<file path="src/rtl/regfile_wb_arbiter.sv">
// Register-file write-back arbiter: round-robin grant among NUM_REQ producers, registered write port,
// x0 write drop and saturating contention counter. Define REGFILE_WB_FIXED_PRIO_EN for fixed priority.
module regfile_wb_arbiter #(
  parameter int NUM_REQ = 3,
  parameter int WIDTH   = 32,
  parameter int CNT_W   = 16
) (
  input  logic                     clk,
  input  logic                     reset,
  input  logic [NUM_REQ-1:0]       req_valid,
  input  logic [NUM_REQ*5-1:0]     req_rd,
  input  logic [NUM_REQ*WIDTH-1:0] req_data,
  output logic [NUM_REQ-1:0]       req_ready,
  output logic                     w_en,
  output logic [4:0]               rd_addr,
  output logic [WIDTH-1:0]         w_data,
  output logic [CNT_W-1:0]         conflict_cnt
);
  localparam int IW = $clog2(NUM_REQ);

  logic [NUM_REQ-1:0][4:0]       rd_v;
  logic [NUM_REQ-1:0][WIDTH-1:0] data_v;
  assign rd_v   = req_rd;
  assign data_v = req_data;

  logic [IW-1:0] ptr, gnt_idx;
  logic          found;

`ifdef REGFILE_WB_FIXED_PRIO_EN
  assign ptr = '0;
`else
  logic [IW-1:0] ptr_q, ptr_d;
  assign ptr = ptr_q;

  always_comb begin
    ptr_d = ptr_q;
    if (found)
      ptr_d = (gnt_idx == IW'(NUM_REQ-1)) ? '0 : gnt_idx + 1'b1;
  end

  always_ff @(posedge clk or negedge reset)
    if (!reset) ptr_q <= '0;
    else        ptr_d_apply: ptr_q <= ptr_d;
`endif

  // First valid requester at or after ptr, wrapping; depends only on req_valid and ptr.
  always_comb begin
    req_ready = '0;
    gnt_idx   = '0;
    found     = 1'b0;
    for (int k = 0; k < NUM_REQ; k++) begin
      if (!found && req_valid[IW'((int'(ptr) + k) % NUM_REQ)]) begin
        found   = 1'b1;
        gnt_idx = IW'((int'(ptr) + k) % NUM_REQ);
      end
    end
    if (found && reset) req_ready[gnt_idx] = 1'b1;
  end

  logic             w_en_q, w_en_d;
  logic [4:0]       rd_addr_q, rd_addr_d;
  logic [WIDTH-1:0] w_data_q, w_data_d;
  logic [CNT_W-1:0] cnt_q, cnt_d;
  logic             multi;

  assign multi = $countones(req_valid) > 1;

  always_comb begin
    w_en_d    = 1'b0;
    rd_addr_d = rd_addr_q;
    w_data_d  = w_data_q;
    cnt_d     = cnt_q;
    if (found) begin
      // x0 still completes the handshake; only the write enable is suppressed.
      w_en_d    = rd_v[gnt_idx] != 5'd0;
      rd_addr_d = rd_v[gnt_idx];
      w_data_d  = data_v[gnt_idx];
    end
    if (multi && cnt_q != '1) cnt_d = cnt_q + 1'b1;
  end

  always_ff @(posedge clk or negedge reset) begin
    if (!reset) begin
      w_en_q    <= 1'b0;
      rd_addr_q <= '0;
      w_data_q  <= '0;
      cnt_q     <= '0;
    end else begin
      w_en_q    <= w_en_d;
      rd_addr_q <= rd_addr_d;
      w_data_q  <= w_data_d;
      cnt_q     <= cnt_d;
    end
  end

  assign w_en         = w_en_q;
  assign rd_addr      = rd_addr_q;
  assign w_data       = w_data_q;
  assign conflict_cnt = cnt_q;
endmodule

</file>
<file path="config.mk">
export PLATFORM = sky130hd
export DESIGN_NAME = regfile_wb_arbiter
export DESIGN_NICKNAME = d
export VERILOG_FILES = /design/src/rtl/regfile_wb_arbiter.sv
export SDC_FILE = /design/constraint.sdc
export NUM_CORES = 1
export LEC_CHECK = 0
export ABC_AREA = 1
export CAP_MARGIN = 20
export CORE_MARGIN = 4
export CORE_UTILIZATION = 32
export DETAILED_ROUTE_END_ITERATION = 10
export HOLD_SLACK_MARGIN = 0.15
export PLACE_DENSITY = 0.7
export SETUP_SLACK_MARGIN = 0.2
export SYNTH_ARGS = -nofsm -noshare
export SYNTH_HDL_FRONTEND = slang
export SYNTH_SLANG_ARGS = --single-unit
</file>
<file path="constraint.sdc">
create_clock -name clk -period 2.5 [get_ports clk]
set_input_delay 0.5 -clock clk [delete_from_list [all_inputs] [get_ports clk]]
set_output_delay 0.5 -clock clk [all_outputs]
set_load 0.01 [all_outputs]
</file>
==> run_results.csv <==
group,metric,value,unit
clock_tree,cts_buffer_depth,2,
floorplan,die_w,108,µm
worst_setup_path,path_class,"reg -> out",
final_layout,fin_area,5920,µm²
sta,finClkSkew,6.07,ps
grt,antenna_found_initial,0,
synth,synth_top_cell_area_share,0.441,
clock_tree,cts_root_buffer,"clkbuf_8",
synth,synthFlopType,"dfrtp_1",
final_layout,fin_util,0.609,
sta,setup_slack,-195,ps
final_layout,insertedDiodeCount,0,
synth,syn-mean-instance-area,7.90,µm²
place,placed_cell_area,5240,µm²
synth,ys_ff_latch,56,
synth,async_reset_ff_frac,1.00,
synth,synth.area.top_cells,"dfrtp_1, nand2_1, a31oi_1",
worst_setup_path,max_stage_delay,460,ps
worst_setup_path,cp.required,2000,ps
worst_setup_path,endpoint_kind,"output pin",
grt,grt_overflow,0,
place,detailed_place_hpwl,8.51,mm
worst_setup_path,cp_slowest_cell,"dfrtp_1",
synth,synth_edf_count,0,
floorplan,die_area,11600,µm²
synth,yosysWarnings,0,
route,first_pass_iters,4,
route,wl_per_cell,16.8,µm
sta,slew_headroom,0.510,
synth,synth.net_count,524,
clock_tree,htree_levels,2,
clock_tree,clkTransAtPathRegs,110,ps
route,postRouteAntennaNets,0,
sta,period_share,1.08,
floorplan,die_h,108,µm
sta,period_needed,2700,ps
power,power_density,1720,nW/µm²
power,irDropWorstVdd,0.00157,V
power,p_leak,2.64,nW
sta,hold_violations,0,
grt,grt_usage,0.207,
grt,grt_pass1_vias,3599,
flow_run,maxCapViolations,0,
final_layout,drive_gt1_frac,0.192,
clock_tree,worst_skew_pair.late_latency,310,ps
route,route.detailed.drc,0,
synth,syn_inst,402,
outcome,outcome,"complete, but fails checks",
final_layout,synthToLayoutAreaGrowth,86.6,%
route,wl,12.7,mm
floorplan,core-area,9730,µm²
sta,rsz0062_at_grt,"yes",
floorplan,rows,36,
worst_setup_path,crit_arrival,2200,ps
clock_tree,cts_tree,"built",
synth,synth_cell_types,33,
place,port_buffers,172,
grt,grt_max_degree,57,
synth,synth_top_cell_by_area,"dfrtp_1",
sta,fmax,371,MHz
synth,syn-cell-area,3180,µm²
worst_setup_path,r2r_start,"ptr[0]$_DFFE_PN0N_",
clock_tree,clock_sinks,56,
synth,ys_seq_area_frac,0.441,
floorplan,start_util,0.326,
sta,setup_viol,32,
synth,yosysMostFrequentCell,"nand2_1",
final_layout,fin_nets,745,
worst_hold_path,hp-class,"in -> async",
power,power,0.0102,W
route,drt_iter0_markers,240,
grt,grt_pass1_wl,18.8,mm
worst_setup_path,rr_worst_depth,17,
sta,maxSlewViolCount,0,
clock_tree,numCtsBuffers,5,
clock_tree,cts-hold-fix-buffers,0,
outcome,violations,"negative setup slack",
place,place_congestion,0.927,
worst_setup_path,r2r-end,"w_data[1]$_DFFE_PN0N_",
synth,ys_top_cells_by_count,"nand2_1, dfrtp_1, nor2_1, a31oi_1, nand3_1",
worst_setup_path,crit_chain,"inv_2 -> ha_4 -> inv_4 -> nand2_1 -> nand3_1 -> nand2_2 -> nand3_1 -> buf_4 -> nand3_2 -> nand2_2 -> nor2_4 -> inv_4 -> nor2_4 -> buf_6",
worst_setup_path,cp_max_fo,4,
sta,worstMarginPinSlew,734,ps
route,via_per_inst,4.97,
worst_setup_path,worst-r2r-setup-slack,-60,ps
route,via_count,3764,
floorplan,io_pins,173,
worst_setup_path,startpoint_type,"register",
flip-flops by register name, indices dropped and copies added, names as in the netlist:
register,flops
rd_addr,5
w_en,1
w_data,32
ptr,2
conflict_cnt,16
worst max path at each step:
| stage | end | cells past startpoint | from | slack, ps |
|---|---|---|---|---|
| floorplan | req_ready[1] | 13 | ptr[0]$_DFFE_PN0N_ | 200 |
| global placement | req_ready[0] | 10 | req_valid[1] | -500 |
| detailed placement | req_ready[0] | 10 | req_valid[1] | -550 |
| CTS | req_ready[1] | 14 | ptr[0]$_DFFE_PN0N_ | -130 |
| global route | req_ready[1] | 14 | ptr[1]$_DFFE_PN0N_ | -330 |
| finish | req_ready[1] | 14 | ptr[1]$_DFFE_PN0N_ | -200 |
cells by family (layout without fill, tap and decap cells):
family | count (synthesis) | in the layout | share of synthesized area
AND/OR/NAND/NOR | 214 | 214 | 0.288
AO/OA/AOI/OAI | 69 | 69 | 0.128
flip-flops | 56 | 56 | 0.441
buffers and inverters | 41 | 263 | 0.0749
XOR/XNOR | 15 | 15 | 0.0414
adder cells (fa/ha/maj) | 6 | 6 | 0.0236
multiplexers | 1 | 1 | 0.00315
repair_timing:
action                     in CTS  in global routing
setup endpoints to repair      42                 45
gates cloned                    4                  2
buffers inserted               17                  4
resized for setup              51                 17
pin swaps                      19                 16
critical path: cells and delay by family (launching register included):
kind	cells	cell delay, ps
and+or+nand+nor	8	760
DFF	1	460
buffers and inverters	5	480
adders and majority gates	1	170
report_power, final:
part / internal, W / switching [W] / total [W]
registers: 0.00137 / 0.000258 / 0.00163
clock network: 0.000328 / 0.000307 / 0.000636
logic: 0.00407 / 0.00388 / 0.00795
placed cells by master (no fill, tap or decap), types with 9 or more instances in the layout:
master	count
dfrtp_1	56
a31oi_1	31
buf_4	35
xor2_1	10
buf_6	11
nor2_4	9
a21oi_1	25
nand2_1	110
nand3_1	20
clkdlybuf4s50_1	168
nor2_1	45
inv_1	16
through the flow:
step                instances  worst slack (ps)  hold WS, ps  setup TNS (ps)
floorplan                 402               198          204               0
global placement          722              -502          465           -5750
detailed placement        722              -547          465           -8530
CTS                       751              -127          425            -423
global route              757              -327          451           -6050
finish                    757              -195          402           -1380
final cells by class:
class / instances / area (µm²)
clock buffer: 6 / 82.6
clock inverter: 2 / 38.8
fill: 854 / 3800
inverter: 24 / 97.6
multi-input combinational: 305 / 1730
sequential: 56 / 1400
tap: 133 / 166
timing repair buffer: 231 / 2410
per-layer routing:
| layer | wire (µm) | GRT usage | vias up |
|---|---|---|---|
| met3 | 826 | 0.0426 | 16 |
| met5 | 0 | 0 | - |
| met1 | 5110 | 0.242 | 1822 |
| met2 | 6660 | 0.388 | 138 |
| li1 | - | - | 1788 |
| met4 | 148 | 0.0406 | 0 |
(Power assumes the default switching activity.)
